$ cat config.mk
export PLATFORM = sky130hd
export DESIGN_NAME = multicycle_ctrl_flat
export DESIGN_NICKNAME = d
export VERILOG_FILES = /design/src/rtl/mctrl_pkg.sv /design/src/rtl/mctrl_if.sv /design/src/rtl/mctrl_wait_timer.sv /design/src/rtl/multicycle_ctrl.sv /design/src/flat_wrapper.sv
export SDC_FILE = /design/constraint.sdc
export NUM_CORES = 1
export LEC_CHECK = 0
export BUFFER_PORTS_ARGS = -buffer_cell sky130_fd_sc_hd__buf_2
export CAP_MARGIN = 20
export CELL_PAD_IN_SITES_DETAIL_PLACEMENT = 1
export CELL_PAD_IN_SITES_GLOBAL_PLACEMENT = 2
export CORE_ASPECT_RATIO = 0.75
export CORE_MARGIN = 2
export CORE_UTILIZATION = 20
export DETAILED_ROUTE_END_ITERATION = 10
export PLACE_DENSITY = 0.8
export SLEW_MARGIN = 20
export SYNTH_ARGS = -nofsm -noshare
export SYNTH_HDL_FRONTEND = slang
export SYNTH_SLANG_ARGS = --single-unit
$ cat constraint.sdc
create_clock -name clk -period 1.4 [get_ports clk]
set_input_delay 0.14 -clock clk [delete_from_list [all_inputs] [get_ports clk]]
set_output_delay 0.14 -clock clk [all_outputs]
set_load 0.005 [all_outputs]
$ cat src/rtl/mctrl_pkg.sv
// Shared types and encodings for the multi-cycle MIPS-subset controller.
package mctrl_pkg;

  typedef enum logic [3:0] {
    ST_RST      = 4'd0,
    ST_FETCH    = 4'd1,
    ST_DECODE   = 4'd2,
    ST_MEM_ADDR = 4'd3,
    ST_MEM_RD   = 4'd4,
    ST_MEM_WB   = 4'd5,
    ST_MEM_WR   = 4'd6,
    ST_EXEC_R   = 4'd7,
    ST_R_WB     = 4'd8,
    ST_EXEC_I   = 4'd9,
    ST_I_WB     = 4'd10,
    ST_BRANCH   = 4'd11,
    ST_JUMP     = 4'd12,
    ST_HALT     = 4'd13
  } state_t;

  localparam logic [5:0] OP_RTYPE = 6'h00;
  localparam logic [5:0] OP_LW    = 6'h23;
  localparam logic [5:0] OP_SW    = 6'h2B;
  localparam logic [5:0] OP_BEQ   = 6'h04;
  localparam logic [5:0] OP_BGT   = 6'h05;
  localparam logic [5:0] OP_XORI  = 6'h0E;
  localparam logic [5:0] OP_J     = 6'h02;

  localparam logic [5:0] FN_SLL = 6'h00;
  localparam logic [5:0] FN_SRL = 6'h02;

  localparam logic [1:0] ALUB_REGB    = 2'b00;
  localparam logic [1:0] ALUB_FOUR    = 2'b01;
  localparam logic [1:0] ALUB_IMM     = 2'b10;
  localparam logic [1:0] ALUB_IMM_SH2 = 2'b11;

  localparam logic [1:0] ALU_ADD   = 2'b00;
  localparam logic [1:0] ALU_SUB   = 2'b01;
  localparam logic [1:0] ALU_FUNCT = 2'b10;
  localparam logic [1:0] ALU_XOR   = 2'b11;

  localparam logic [1:0] PC_ALU    = 2'b00;
  localparam logic [1:0] PC_ALUOUT = 2'b01;
  localparam logic [1:0] PC_JUMP   = 2'b10;

  typedef struct packed {
    logic       pc_we;
    logic       ir_we;
    logic       i_or_d;
    logic       mem_read;
    logic       mem_write;
    logic       mem_to_reg;
    logic       reg_dst;
    logic       reg_write;
    logic       alu_src_a;
    logic       sign_zero;
    logic [1:0] alu_src_b;
    logic [1:0] alu_op;
    logic [1:0] pc_src;
    logic       instr_done;
    logic       illegal_op;
  } ctrl_t;

  // States that own the memory port and may wait on mem_ready.
  function automatic logic is_mem_state(input state_t s);
    return (s == ST_FETCH) || (s == ST_MEM_RD) || (s == ST_MEM_WR);
  endfunction

endpackage

$ cat src/rtl/mctrl_if.sv
// Controller <-> datapath bundle: IR fields and ALU flags in, per-cycle controls out.
interface mctrl_if;
  logic [5:0] opcode;
  logic [5:0] funct;
  logic       zero;
  logic       gt;
  logic       mem_ready;
  logic       pc_we, ir_we, i_or_d, mem_read, mem_write, mem_to_reg;
  logic       reg_dst, reg_write, alu_src_a, sign_zero;
  logic [1:0] alu_src_b, alu_op, pc_src;
  logic       instr_done, illegal_op, mem_timeout;

  modport master (
    input  opcode, funct, zero, gt, mem_ready,
    output pc_we, ir_we, i_or_d, mem_read, mem_write, mem_to_reg,
           reg_dst, reg_write, alu_src_a, sign_zero,
           alu_src_b, alu_op, pc_src, instr_done, illegal_op, mem_timeout
  );

  modport slave (
    output opcode, funct, zero, gt, mem_ready,
    input  pc_we, ir_we, i_or_d, mem_read, mem_write, mem_to_reg,
           reg_dst, reg_write, alu_src_a, sign_zero,
           alu_src_b, alu_op, pc_src, instr_done, illegal_op, mem_timeout
  );
endinterface

$ cat src/rtl/mctrl_wait_timer.sv
// Memory wait-cycle counter; expired flags the last permitted wait cycle.
module mctrl_wait_timer #(
  parameter int WAIT_LIMIT = 15
) (
  input  logic clk,
  input  logic reset,
  input  logic clear,
  input  logic enable,
  output logic expired
);
  localparam int CW = $clog2(WAIT_LIMIT + 1);

  logic [CW-1:0] cnt_r;

  // Wait counter: clear has priority over counting.
  always_ff @(posedge clk or posedge reset) begin
    if (reset) begin
      cnt_r <= {CW{1'b0}};
    end else if (clear) begin
      cnt_r <= {CW{1'b0}};
    end else if (enable) begin
      cnt_r <= cnt_r + {{(CW-1){1'b0}}, 1'b1};
    end else begin
      cnt_r <= cnt_r;
    end
  end

  assign expired = (cnt_r == CW'(WAIT_LIMIT - 1));
endmodule

$ cat src/rtl/multicycle_ctrl.sv
// Multi-cycle Moore sequencer for the MIPS-subset datapath.
// Optional memory wait/timeout support is built when MCTRL_MEM_HANDSHAKE_EN is defined.
module multicycle_ctrl
  import mctrl_pkg::*;
#(
  parameter int WAIT_LIMIT = 15
) (
  input  logic     clk,
  input  logic     reset,
  mctrl_if.master  bus
);
  state_t state_r, state_nxt_s;
  ctrl_t  ctrl_s;
  logic   ready_s;
  logic   expired_s;

`ifdef MCTRL_MEM_HANDSHAKE_EN
  logic mem_state_s;
  logic timeout_r;

  assign ready_s     = bus.mem_ready;
  assign mem_state_s = is_mem_state(state_r);

  mctrl_wait_timer #(.WAIT_LIMIT(WAIT_LIMIT)) u_wait_timer (
    .clk     (clk),
    .reset   (reset),
    .clear   (!mem_state_s || bus.mem_ready),
    .enable  (mem_state_s && !bus.mem_ready),
    .expired (expired_s)
  );

  // Sticky timeout flag, set on the edge that enters HALT.
  always_ff @(posedge clk or posedge reset) begin
    if (reset) begin
      timeout_r <= 1'b0;
    end else if (state_nxt_s == ST_HALT) begin
      timeout_r <= 1'b1;
    end else begin
      timeout_r <= timeout_r;
    end
  end

  assign bus.mem_timeout = timeout_r;
`else
  logic unused_s;
  assign ready_s         = 1'b1;
  assign expired_s       = 1'b0;
  assign bus.mem_timeout = 1'b0;
  assign unused_s        = bus.mem_ready & (WAIT_LIMIT > 32'sd0);
`endif

  // State register.
  always_ff @(posedge clk or posedge reset) begin
    if (reset) begin
      state_r <= ST_RST;
    end else begin
      state_r <= state_nxt_s;
    end
  end

  // Next-state and Moore outputs; memory states stall until ready or timeout.
  always_comb begin
    state_nxt_s = state_r;
    ctrl_s      = '0;
    case (state_r)
      ST_RST: begin
        state_nxt_s = ST_FETCH;
      end
      ST_FETCH: begin
        ctrl_s.mem_read  = 1'b1;
        ctrl_s.alu_src_b = ALUB_FOUR;
        ctrl_s.alu_op    = ALU_ADD;
        ctrl_s.pc_src    = PC_ALU;
        if (ready_s) begin
          ctrl_s.pc_we = 1'b1;
          ctrl_s.ir_we = 1'b1;
          state_nxt_s  = ST_DECODE;
        end else if (expired_s) begin
          state_nxt_s = ST_HALT;
        end else begin
          state_nxt_s = ST_FETCH;
        end
      end
      ST_DECODE: begin
        ctrl_s.alu_src_b = ALUB_IMM_SH2;
        case (bus.opcode)
          OP_RTYPE:      state_nxt_s = ST_EXEC_R;
          OP_LW, OP_SW:  state_nxt_s = ST_MEM_ADDR;
          OP_BEQ, OP_BGT: state_nxt_s = ST_BRANCH;
          OP_XORI:       state_nxt_s = ST_EXEC_I;
          OP_J:          state_nxt_s = ST_JUMP;
          default: begin
            ctrl_s.illegal_op = 1'b1;
            ctrl_s.instr_done = 1'b1;
            state_nxt_s       = ST_FETCH;
          end
        endcase
      end
      ST_MEM_ADDR: begin
        ctrl_s.alu_src_a = 1'b1;
        ctrl_s.alu_src_b = ALUB_IMM;
        ctrl_s.alu_op    = ALU_ADD;
        if (bus.opcode == OP_LW) begin
          state_nxt_s = ST_MEM_RD;
        end else begin
          state_nxt_s = ST_MEM_WR;
        end
      end
      ST_MEM_RD: begin
        ctrl_s.i_or_d   = 1'b1;
        ctrl_s.mem_read = 1'b1;
        if (ready_s) begin
          state_nxt_s = ST_MEM_WB;
        end else if (expired_s) begin
          state_nxt_s = ST_HALT;
        end else begin
          state_nxt_s = ST_MEM_RD;
        end
      end
      ST_MEM_WB: begin
        ctrl_s.mem_to_reg = 1'b1;
        ctrl_s.reg_write  = 1'b1;
        ctrl_s.instr_done = 1'b1;
        state_nxt_s       = ST_FETCH;
      end
      ST_MEM_WR: begin
        ctrl_s.i_or_d    = 1'b1;
        ctrl_s.mem_write = 1'b1;
        if (ready_s) begin
          ctrl_s.instr_done = 1'b1;
          state_nxt_s       = ST_FETCH;
        end else if (expired_s) begin
          state_nxt_s = ST_HALT;
        end else begin
          state_nxt_s = ST_MEM_WR;
        end
      end
      ST_EXEC_R: begin
        ctrl_s.alu_src_a = 1'b1;
        ctrl_s.alu_op    = ALU_FUNCT;
        // Shifts take shamt through the immediate path.
        if ((bus.funct == FN_SLL) || (bus.funct == FN_SRL)) begin
          ctrl_s.alu_src_b = ALUB_IMM;
        end else begin
          ctrl_s.alu_src_b = ALUB_REGB;
        end
        state_nxt_s = ST_R_WB;
      end
      ST_R_WB: begin
        ctrl_s.reg_dst    = 1'b1;
        ctrl_s.reg_write  = 1'b1;
        ctrl_s.instr_done = 1'b1;
        state_nxt_s       = ST_FETCH;
      end
      ST_EXEC_I: begin
        ctrl_s.alu_src_a = 1'b1;
        ctrl_s.alu_src_b = ALUB_IMM;
        ctrl_s.alu_op    = ALU_XOR;
        ctrl_s.sign_zero = 1'b1;
        state_nxt_s      = ST_I_WB;
      end
      ST_I_WB: begin
        ctrl_s.reg_write  = 1'b1;
        ctrl_s.instr_done = 1'b1;
        state_nxt_s       = ST_FETCH;
      end
      ST_BRANCH: begin
        ctrl_s.alu_src_a  = 1'b1;
        ctrl_s.alu_src_b  = ALUB_REGB;
        ctrl_s.alu_op     = ALU_SUB;
        ctrl_s.pc_src     = PC_ALUOUT;
        ctrl_s.instr_done = 1'b1;
        if (bus.opcode == OP_BEQ) begin
          ctrl_s.pc_we = bus.zero;
        end else if (bus.opcode == OP_BGT) begin
          ctrl_s.pc_we = bus.gt;
        end else begin
          ctrl_s.pc_we = 1'b0;
        end
        state_nxt_s = ST_FETCH;
      end
      ST_JUMP: begin
        ctrl_s.pc_src     = PC_JUMP;
        ctrl_s.pc_we      = 1'b1;
        ctrl_s.instr_done = 1'b1;
        state_nxt_s       = ST_FETCH;
      end
`ifdef MCTRL_MEM_HANDSHAKE_EN
      ST_HALT: begin
        state_nxt_s = ST_HALT;
      end
`endif
      default: begin
        state_nxt_s = ST_RST;
      end
    endcase
  end

  assign bus.pc_we      = ctrl_s.pc_we;
  assign bus.ir_we      = ctrl_s.ir_we;
  assign bus.i_or_d     = ctrl_s.i_or_d;
  assign bus.mem_read   = ctrl_s.mem_read;
  assign bus.mem_write  = ctrl_s.mem_write;
  assign bus.mem_to_reg = ctrl_s.mem_to_reg;
  assign bus.reg_dst    = ctrl_s.reg_dst;
  assign bus.reg_write  = ctrl_s.reg_write;
  assign bus.alu_src_a  = ctrl_s.alu_src_a;
  assign bus.sign_zero  = ctrl_s.sign_zero;
  assign bus.alu_src_b  = ctrl_s.alu_src_b;
  assign bus.alu_op     = ctrl_s.alu_op;
  assign bus.pc_src     = ctrl_s.pc_src;
  assign bus.instr_done = ctrl_s.instr_done;
  assign bus.illegal_op = ctrl_s.illegal_op;
endmodule

$ cat src/flat_wrapper.sv
// flat-port wrapper written by rule: the top's interface ports become plain ports
module multicycle_ctrl_flat import mctrl_pkg::*;
#(
  parameter int WAIT_LIMIT = 15
)
  (clk, reset, bus_opcode, bus_funct, bus_zero, bus_gt, bus_mem_ready, bus_pc_we, bus_ir_we, bus_i_or_d, bus_mem_read, bus_mem_write, bus_mem_to_reg, bus_reg_dst, bus_reg_write, bus_alu_src_a, bus_sign_zero, bus_alu_src_b, bus_alu_op, bus_pc_src, bus_instr_done, bus_illegal_op, bus_mem_timeout);
  mctrl_if bus_i ();
  input  logic clk;
  input  logic reset;
  input wire logic [$bits(bus_i.opcode)-1:0] bus_opcode;
  input wire logic [$bits(bus_i.funct)-1:0] bus_funct;
  input wire logic [$bits(bus_i.zero)-1:0] bus_zero;
  input wire logic [$bits(bus_i.gt)-1:0] bus_gt;
  input wire logic [$bits(bus_i.mem_ready)-1:0] bus_mem_ready;
  output wire logic [$bits(bus_i.pc_we)-1:0] bus_pc_we;
  output wire logic [$bits(bus_i.ir_we)-1:0] bus_ir_we;
  output wire logic [$bits(bus_i.i_or_d)-1:0] bus_i_or_d;
  output wire logic [$bits(bus_i.mem_read)-1:0] bus_mem_read;
  output wire logic [$bits(bus_i.mem_write)-1:0] bus_mem_write;
  output wire logic [$bits(bus_i.mem_to_reg)-1:0] bus_mem_to_reg;
  output wire logic [$bits(bus_i.reg_dst)-1:0] bus_reg_dst;
  output wire logic [$bits(bus_i.reg_write)-1:0] bus_reg_write;
  output wire logic [$bits(bus_i.alu_src_a)-1:0] bus_alu_src_a;
  output wire logic [$bits(bus_i.sign_zero)-1:0] bus_sign_zero;
  output wire logic [$bits(bus_i.alu_src_b)-1:0] bus_alu_src_b;
  output wire logic [$bits(bus_i.alu_op)-1:0] bus_alu_op;
  output wire logic [$bits(bus_i.pc_src)-1:0] bus_pc_src;
  output wire logic [$bits(bus_i.instr_done)-1:0] bus_instr_done;
  output wire logic [$bits(bus_i.illegal_op)-1:0] bus_illegal_op;
  output wire logic [$bits(bus_i.mem_timeout)-1:0] bus_mem_timeout;
  assign bus_i.opcode = bus_opcode;
  assign bus_i.funct = bus_funct;
  assign bus_i.zero = bus_zero;
  assign bus_i.gt = bus_gt;
  assign bus_i.mem_ready = bus_mem_ready;
  assign bus_pc_we = bus_i.pc_we;
  assign bus_ir_we = bus_i.ir_we;
  assign bus_i_or_d = bus_i.i_or_d;
  assign bus_mem_read = bus_i.mem_read;
  assign bus_mem_write = bus_i.mem_write;
  assign bus_mem_to_reg = bus_i.mem_to_reg;
  assign bus_reg_dst = bus_i.reg_dst;
  assign bus_reg_write = bus_i.reg_write;
  assign bus_alu_src_a = bus_i.alu_src_a;
  assign bus_sign_zero = bus_i.sign_zero;
  assign bus_alu_src_b = bus_i.alu_src_b;
  assign bus_alu_op = bus_i.alu_op;
  assign bus_pc_src = bus_i.pc_src;
  assign bus_instr_done = bus_i.instr_done;
  assign bus_illegal_op = bus_i.illegal_op;
  assign bus_mem_timeout = bus_i.mem_timeout;
  multicycle_ctrl #(.WAIT_LIMIT(WAIT_LIMIT)) u_core (.clk(clk), .reset(reset), .bus(bus_i));
endmodule
-- After elaboration in Yosys (flattened, before gate mapping)
Cells that the tools add are included.
- divide/modulo/power cells: 0
- mux-type cells: 22
- order comparisons: 0
- $mul: 0
- equality and inequality tests: 19
- reductions and logical operators: 15
- add/subtract/negate cells: 0
- shifts and indexed selects: 0
- bitwise operators: 0
- operator list (kind ; number):
    $pmux 4 s7 ; 1
    $eq 4x4->1 const B ; 5
    $pmux 4 s5 ; 1
    $eq 4x3->1 const B ; 4
    $reduce_or 7->1 ; 2
    $eq 6x2->1 const B ; 2
    $eq 6x3->1 const B ; 2
    $eq 6x6->1 const B ; 2
    $logic_not 6->1 ; 2
    $mux 1 ; 12
    $reduce_or 2->1 ; 6
    $eq 4x2->1 const B ; 2
    $pmux 2 s4 ; 1
    $eq 6x4->1 const B ; 1
    $mux 2 ; 3
    $pmux 2 s3 ; 1
    $reduce_or 6->1 ; 1
    $eq 4x1->1 const B ; 1
    $logic_not 4->1 ; 1
    $pmux 1 s2 ; 2
    $pmux 2 s2 ; 1
    $reduce_or 4->1 ; 1
    $reduce_or 3->1 ; 1
    $logic_or 1x1->1 ; 1
- memories: 0
- ROM bits: 0
- bits in latches: 0
- output and inout port bits: 19
- bits in registers: 4
- bits in writable memories: 0

-- Logic depth before layout (Yosys ltp)
Gate-level depths: netlist of run 1.
- word-level depth: 4
- depth in mapped cells: 5
- mapped depth without buffers: 4

-- Worst setup path after synthesis of run 1
No wires, ideal clock.
- path type: input port to flip-flop
- start point: in bus_opcode[0]
- end point: reg u_core.state_r[0]
- arrival: 1.238 ns
- buffers on the path: 0
- cell stages on the path: 4
- path slack: 0.030 ns
- library setup time: 0.131 ns
- cell sequence: or4_4 o31ai_2 a21oi_1 or3_1
- word-level cells in the longest chain between the ends: 4
- elaborated cells between the ends (all ways): 11
- classes of those cells: 6 x eq/ne; 2 x mux; 3 x reduce/logical
- ends and longest elaborated chain (element ; RTL line ; RTL):
    start, declared ; flat_wrapper.sv:10 ; input wire logic [$bits(bus_i.opcode)-1:0] bus_opcode;
    $eq 6x3->1 or $eq 6x6->1 (tied branches) ; multicycle_ctrl.sv:86 ; case (bus.opcode)
    $reduce_or 2->1 ; - ;
    $pmux 4 s5 (*) ; multicycle_ctrl.sv:86 ;
    $pmux 4 s7 (*) ; multicycle_ctrl.sv:65 ; case (state_r)
    named net u_core.state_nxt_s[0] ; multicycle_ctrl.sv:12 ; state_t state_r, state_nxt_s;
    end signal, assigned ; multicycle_ctrl.sv:57 ; state_r <= state_nxt_s;
    end, declared ; multicycle_ctrl.sv:12 ;
The timed path passes the listed nets; every way through them passes the cells marked *.

-- Worst setup path after layout of run 1
- start point: reg u_core.state_r[3]
- end point: out bus_alu_src_b[1]
- word-level cells in the longest chain between the ends: 3
- elaborated cells between the ends (all ways): 7
- classes of those cells: 5 x eq/ne; 1 x mux; 1 x reduce/logical
- ends and longest elaborated chain (element ; RTL line ; RTL):
    $eq 4x2->1 or $eq 4x4->1 (tied branches) ; multicycle_ctrl.sv:65 ;
    $reduce_or 2->1 (no line) ; - ;
    $pmux 2 s4 (*) ; multicycle_ctrl.sv:65 ;
    end, declared ; flat_wrapper.sv:25 ; output wire logic [$bits(bus_i.alu_src_b)-1:0] bus_alu_src_b;
Every way passes the cells marked *; elsewhere a longest branch is shown, timed or not.

==> results of run 1 <==
## worst max-delay path: cells and delay by family (launching register included)
| family | cells | cell delay [ns] |
|---|---|---|
| compound gates | 1 | 0.09 |
| buf+inv | 1 | 0.13 |
| flops | 1 | 0.42 |
| simple gates | 2 | 0.62 |
## cell type report
type / count / area [um2]
timing repair buffer: 59 / 377
multi-input combinational: 72 / 596
inverter: 4 / 15.0
fill: 343 / 1530
tap: 36 / 45.0
clock buffer: 3 / 41.3
sequential: 4 / 104
## Yosys cell counts, types with 2 or more instances
cell type	count	area, um2
dfrtp_1	4	100
nor3_1	7	35.0
clkbuf_1	4	15.0
nand2b_1	5	31.3
inv_1	3	11.3
nand2_1	4	15.0
xnor2_1	2	17.5
nor2b_1	6	37.5
or4_1	2	15.0
nor2_1	10	37.5
a21oi_1	8	40.0
o211ai_1	2	15.0
nor3b_1	2	15.0
o21bai_1	2	15.0
or3_1	2	12.5
o21ai_1	2	10.0
o22ai_1	2	12.5
## through the flow
step           area, um2  hold slack (ns)  power [uW]  util, %  worst slack (ns)
3_5_place_dp         923           0.0321        1570     34.2            -0.136
4_1_cts             1050            0.317        2020     38.8            -0.217
3_3_place_gp         923           0.0260        1530     34.2            -0.121
6_report            1180            0.328        2340     43.6            -0.216
5_1_grt             1180            0.341        2540     43.6            -0.264
2_1_floorplan        587          -0.0939         914        -            0.0305
## power by group through the flow
| stage | sequential [uW] | clock, uW | combinational (uW) |
|---|---|---|---|
| 6_report | 297 | 240 | 1800 |
| 4_1_cts | 285 | 245 | 1490 |
| 2_1_floorplan | 218 | 0 | 696 |
| 5_1_grt | 307 | 260 | 1980 |
| 3_5_place_dp | 263 | 0 | 1310 |
| 3_3_place_gp | 263 | 0 | 1270 |
## worst max-delay path by stage
stage	start	end	slack (ns)	cells after the start
3_3_place_gp	bus_opcode[3]	u_core.state_r[0]	-0.12	5
4_1_cts	u_core.state_r[3]	bus_alu_src_b[1]	-0.22	4
2_1_floorplan	bus_opcode[0]	u_core.state_r[0]	0.03	4
3_5_place_dp	bus_opcode[3]	u_core.state_r[0]	-0.14	5
6_report	u_core.state_r[3]	bus_alu_src_b[1]	-0.22	4
5_1_grt	u_core.state_r[3]	bus_alu_src_b[1]	-0.26	4
## layer usage
metal / share of wire [%] / routed length, um / up-vias / global-route usage [%]
li1: - / - / 428 / -
met1: 47 / 1180 / 404 / 19.2
met2: 48 / 1210 / 28 / 25.2
met3: 4.7 / 119 / 0 / 3.52
met4: 0 / 0 / 0 / 2.04
met5: 0 / 0 / - / 0
## repair_timing
action,CTS,global route
pin swaps,2,1
hold endpoints to repair,4,0
resized for setup,15,21
setup buffers,1,4
hold buffers,1,0
setup endpoints to repair,16,18
gates cloned,0,0
## kinds of logic after synthesis
logic type | count (synthesis) | synth area share (%)
mux | 1 | 1.71
compound gates | 23 | 26.7
buf+inv | 10 | 7.03
simple gates | 44 | 42.4
flops | 4 | 17.1
xor+xnor | 3 | 4.48
other cells | 1 | 0.639
## layout by cell type, fill, tap and decap left out, types with 3 or more instances in the layout
cell	count
buf_2	32
nand2b_4	4
nor3_1	4
nor2b_1	5
nand2_1	3
buf_4	24
clkbuf_8	3
nor2_1	6
inv_1	3
dfrtp_2	3
a21oi_1	7
==> metrics.md, run 1 <==
| Metric | Value |
|---|---|
| Final hold vios | 0 |
| Layout area overhead | 101% |
| Largest reg by FF count | u_core.state_r |
| Crit-path max cell delay | 0.46 ns |
| Setup TNS Final | -1.33 ns |
| Worst-path cell chain | nand2b_4, or4_1, o21ai_1, buf_2 |
| Number of synthesized flops with an enable pin | 0 |
| Tot GR Track Use | 14.7% |
| WHS Path Cells | 3 |
| Flop2flop setup slack | 0.09 ns |
| Crit end category | output pin |
| Initial antenna violation count | 0 |
| Core box area | 2700 um2 |
| Post-layout min period | 1.62 ns |
| Vias in the first global route | 839 |
| Yosys warns | 0 |
| Sw Share | 44.0% |
| Total CTS buffers | 3 |
| Max reg flops | 4 |
| Syn Nets | 103 |
| Setup Crit Path Kind | flop to output pin |
| HPWL after DPL | 1.91 mm |
| Crit share post-route | 115% |
| Run status | finished, violations left |
| Max-cap violation count | 0 |
| Failing checks | negative setup slack |
| Die Ht | 50.9 um |
| Clk_lat worst skew | 0.22 ns |
| Overall routed net length | 2.51 mm |
| Sequential share of power | 12.7% |
| Max Slew Vio Count | 0 |
| Yosys cell types | 36 |
| Largest net degree at the start of global routing | 12 |
| Seq/Total Area, Yosys | 17.1% |
| WHS Endpoint | u_core.state_r[1] |
| Number of port buffers | 32 |
| Reg2Reg Launch Point | u_core.state_r[1] |
| Comb pwr share | 77.0% |
| CTS Buffer Depth | 2 |
| Final setup fails | 16 |
| Clock transition at path regs | 0.03 ns |
| 1st-pass router iterations | 2 |
| Pint | 1310 uW |
| Reg2reg path depth | 4 |
| Clock sinks | 4 |
| Initial Util | 21.7% |
| CTS HTree Levels | 1 |
| Min-Delay Path Class | input pin to flop |
| Clock power frac | 10.3% |
| Placed Cells | 169 |
| Hold Startpoint | bus_opcode[4] |
| Post-synth top flop | dfrtp_1 |
| Largest regs | u_core.state_r x4 |
| Final WS setup | -0.216 ns |
| DRC errors left | 0 |
| Global-route wire length before repair | 3.84 mm |
| RSZ-0062 raised after global routing | yes |
| #FFs+latches synth | 4 |
| ANT cells | 0 |
| P_leak | 0.000561 uW |
| Vias | 860 |
| Synth Cell Area | 587 um2 |
| Core Rows | 16 |
| Arr. time, crit path | 1.48 ns |
| Worst setup SP type | flop |
| Psw | 1030 uW |
| Routed len/inst | 14.1 um |
| Peak Freq | 619 MHz |
| RR Endpoint | u_core.state_r[0] |
| Die extent in x | 66.5 um |
| CTS tree | done |
| ANT nets after route | 0 |
| Ys async rst share | 100% |
| GR Overflow Total | 0 |
| Total Die Area | 3390 um2 |
| Syn Inst Count | 86 |
| Nets | 161 |
| CP max FO | 4 |
| Avg Cell Area, Syn | 6.82 um2 |
| Layout Skew | 0.00368 ns |
| DR vias/cell | 4.83 |
| Share of layout cells above drive strength 1 | 62.0% |
| Initial DRC Count | 19 |
| Clock root buffer | clkbuf_8 |
| Layout Cells excl Fill | 178 |
| Final Wtd Congestion | 0.743 |
| Maximum VDD drop | 709 uV |
| Pwr dens | 1990 nW/um2 |
| Worst EP required | 1.26 ns |
| Slowest stage cell, crit path | or4_1 |
| Ports | 36 |
(Power assumes the default switching activity.)
==> inputs of run 2 (changes only) <==
--- a/config.mk
+++ b/config.mk
@@ -5,13 +5,14 @@
 export SDC_FILE = /design/constraint.sdc
 export NUM_CORES = 1
 export LEC_CHECK = 0
+export ABC_AREA = 1
 export BUFFER_PORTS_ARGS = -buffer_cell sky130_fd_sc_hd__buf_2
 export CAP_MARGIN = 20
 export CELL_PAD_IN_SITES_DETAIL_PLACEMENT = 1
 export CELL_PAD_IN_SITES_GLOBAL_PLACEMENT = 2
 export CORE_ASPECT_RATIO = 0.75
 export CORE_MARGIN = 2
-export CORE_UTILIZATION = 20
+export CORE_UTILIZATION = 17
 export DETAILED_ROUTE_END_ITERATION = 10
 export PLACE_DENSITY = 0.8
 export SLEW_MARGIN = 20
==> run 2 against run 1 <==
  * Largest cell class unchanged
  * The run still ends with negative setup slack left
  * Die area increased by 3.8%
  * Register-to-register slack improved by 0.16 ns
  * Design area decreased by 30%
  * Sequential share of layout area increased by 3.8 points
==> metrics.md, run 2 <==
| Metric | Value |
|---|---|
| Ys async rst share | 100% |
| Clock sinks | 4 |
| CP max FO | 6 |
| Commonest non-fill, non-tap cells in the layout | buf_2 (32), nand2_1 (20), inv_1 (20), nor2_1 (19), nand3_1 (11) |
| DRC errors left | 0 |
| Max-cap violation count | 0 |
| CTS tree | done |
| Max reg flops | 4 |
| #FFs+latches synth | 4 |
| ANT nets after route | 0 |
| Nets | 158 |
| Layout area overhead | 58.8% |
| Worst setup SP type | flop |
| Core box area | 2940 um2 |
| Final WS setup | -0.0918 ns |
| Post-layout min period | 1.49 ns |
| Clk_lat worst skew | 0.22 ns |
| CP Launch Point | u_core.state_r[2] |
| Avg Cell Area, Syn | 5.14 um2 |
| Peak Freq | 670 MHz |
| Arr. time, crit path | 1.35 ns |
| Vias in the first global route | 741 |
| Clock transition at path regs | 0.03 ns |
| Hold Startpoint | bus_opcode[5] |
| Overall routed net length | 1.89 mm |
| Yosys warns | 0 |
| Run status | finished, violations left |
| Tot GR Track Use | 11.9% |
| 1st-pass router iterations | 3 |
| Yosys cell types | 15 |
| Post-synth top flop | dfrtp_1 |
| Routed len/inst | 10.7 um |
| Final setup fails | 9 |
| Initial Util | 17.7% |
| Crit end category | output pin |
| Number of synthesized flops with an enable pin | 0 |
| HPWL after DPL | 1.57 mm |
| Worst EP required | 1.26 ns |
| Min-Delay Path Class | input pin to flop |
| Failing checks | negative setup slack |
| Final Wtd Congestion | 0.823 |
| P_leak | 0.000557 uW |
| Syn Nets | 118 |
| Psw | 649 uW |
| Die extent in x | 67.8 um |
| CTS HTree Levels | 1 |
| Global-route wire length before repair | 3.17 mm |
| Layout Cells excl Fill | 177 |
| Largest reg by FF count | u_core.state_r |
| Clock root buffer | clkbuf_8 |
| Placed Cells | 171 |
| Setup Crit Path Kind | flop to output pin |
| Cell taking the most area after synthesis | dfrtp_1 |
| Die Ht | 51.9 um |
| Top-count cell post-synth | nor2_1 |
| Leading post-synthesis cells by cell area | dfrtp_1 (19%), nor2_1 (17%), nand2_1 (16%), inv_1 (14%), nand3_1 (11%) |
| GR Overflow Total | 0 |
| Largest regs | u_core.state_r x4 |
| Core Rows | 17 |
| Final hold vios | 0 |
| Pwr dens | 1640 nW/um2 |
| Sw Share | 48.1% |
| Number of port buffers | 32 |
| Commonest non-fill, non-tap cell in the layout | buf_2 |
| Initial DRC Count | 20 |
| Vias | 747 |
| Hold WS | 0.272 ns |
| Post-synth top cells | nor2_1 (24), nand2_1 (22), inv_1 (20), nand3_1 (11), nor2_2 (5) |
| RSZ-0062 raised after global routing | yes |
| Pint | 702 uW |
| DR vias/cell | 4.22 |
| Maximum VDD drop | 450 uV |
| Initial antenna violation count | 0 |
| Total Die Area | 3520 um2 |
| CTS Buffer Depth | 2 |
| Sequential share of power | 19.4% |
| Fillers | 411 |
| Total CTS buffers | 3 |
| Clock power frac | 17.7% |
| Comb pwr share | 62.9% |
| Largest net degree at the start of global routing | 8 |
| Top cell type's share of synthesized area | 19.3% |
| Share of layout cells above drive strength 1 | 41.7% |
| Seq/Total Area, Yosys | 19.3% |
| Synth Cell Area | 519 um2 |
| ANT cells | 0 |
| Layout Skew | 0.000649 ns |
| Crit share post-route | 107% |
| Max Slew Vio Count | 0 |
| Reg2Reg Launch Point | u_core.state_r[0] |
| Ports | 36 |
| Syn Inst Count | 101 |
==> run 2: changes by cell type after synthesis, sizes merged, moves of 6 or more <==
cell	delta
nor2b	-6
inv	+18
nand2	+20
nor3	-6
nor2	+19
nand3	+11
==> run 2: cell families after synthesis <==
group,Yosys count,share of synthesized area (%)
AND/OR/NAND/NOR,66,54.5
buffers and inverters,23,17.4
AO/OA/AOI/OAI,7,8.19
flip-flops,4,19.3
other,1,0.722
==> run 2: path summary, 6_finish.rpt <==
check                                    end  cells past startpoint  slack (ns)
min reg2reg                u_core.state_r[1]                      3        0.71
max                           bus_instr_done                      8       -0.09
min in group asynchronous  u_core.state_r[3]                      3        0.35
min                        u_core.state_r[1]                      4        0.27
max reg2reg                u_core.state_r[1]                      5        0.25
max in group asynchronous  u_core.state_r[2]                      3        0.89
==> run 2: cell type report <==
class                           count  area [um2]  share of cell area [%]
Clock buffer                        3        41.3                    5.01
Tap cell                           38        47.5                    5.77
Multi-Input combinational cell     74         357                    43.2
Sequential cell                     4         104                    12.6
Timing Repair Buffer               36         193                    23.4
Inverter                           22        82.6                    10.0
==> run 2: what timing repair did <==
item,CTS,global route
endpoints found under the setup margin,9,11
buffers inserted,1,1
pin swaps,2,0
hold buffers,1,0
gates resized for setup,10,2
cloned,0,0
endpoints found under the hold margin,4,0
==> run 2: critical path, stage by stage (launching register included) <==
cell and delay (ns):
dfrtp_2 0.43, inv_2 0.06, nand2_4 0.10, nor2_1 0.06, nor2_2 0.12, nand2_1 0.07
nor2_2 0.11, nand2_1 0.07, buf_2 0.12
==> run 2: power by group through the flow <==
stage	combinational, uW	clock [uW]	sequential [uW]
final	850	239	262
after global routing	973	257	270
after CTS	825	245	253
after detailed placement	775	0	233
after global placement	759	0	230
after floorplan	456	0	215
==> run 2: metal layers <==
layer | track usage, % | vias to the layer above | wire length [um]
met5 | 0 | - | 0
met2 | 19.6 | 22 | 857
li1 | - | 380 | -
met3 | 2.60 | 0 | 104
met4 | 3.00 | 0 | 0
met1 | 15.8 | 345 | 924
==> run 2: through the flow <==
step                TNS, ns  cell area [um2]  power, uW  setup WS (ns)  util, %
floorplan                 0              519        671          0.322        -
detailed placement        0              727       1010         0.0881     24.8
finish               -0.455              825       1350        -0.0918     28.1
global placement          0              727        990          0.100     24.8
global route          -1.31              825       1500         -0.221     28.1
CTS                  -0.422              810       1320        -0.0895     27.6
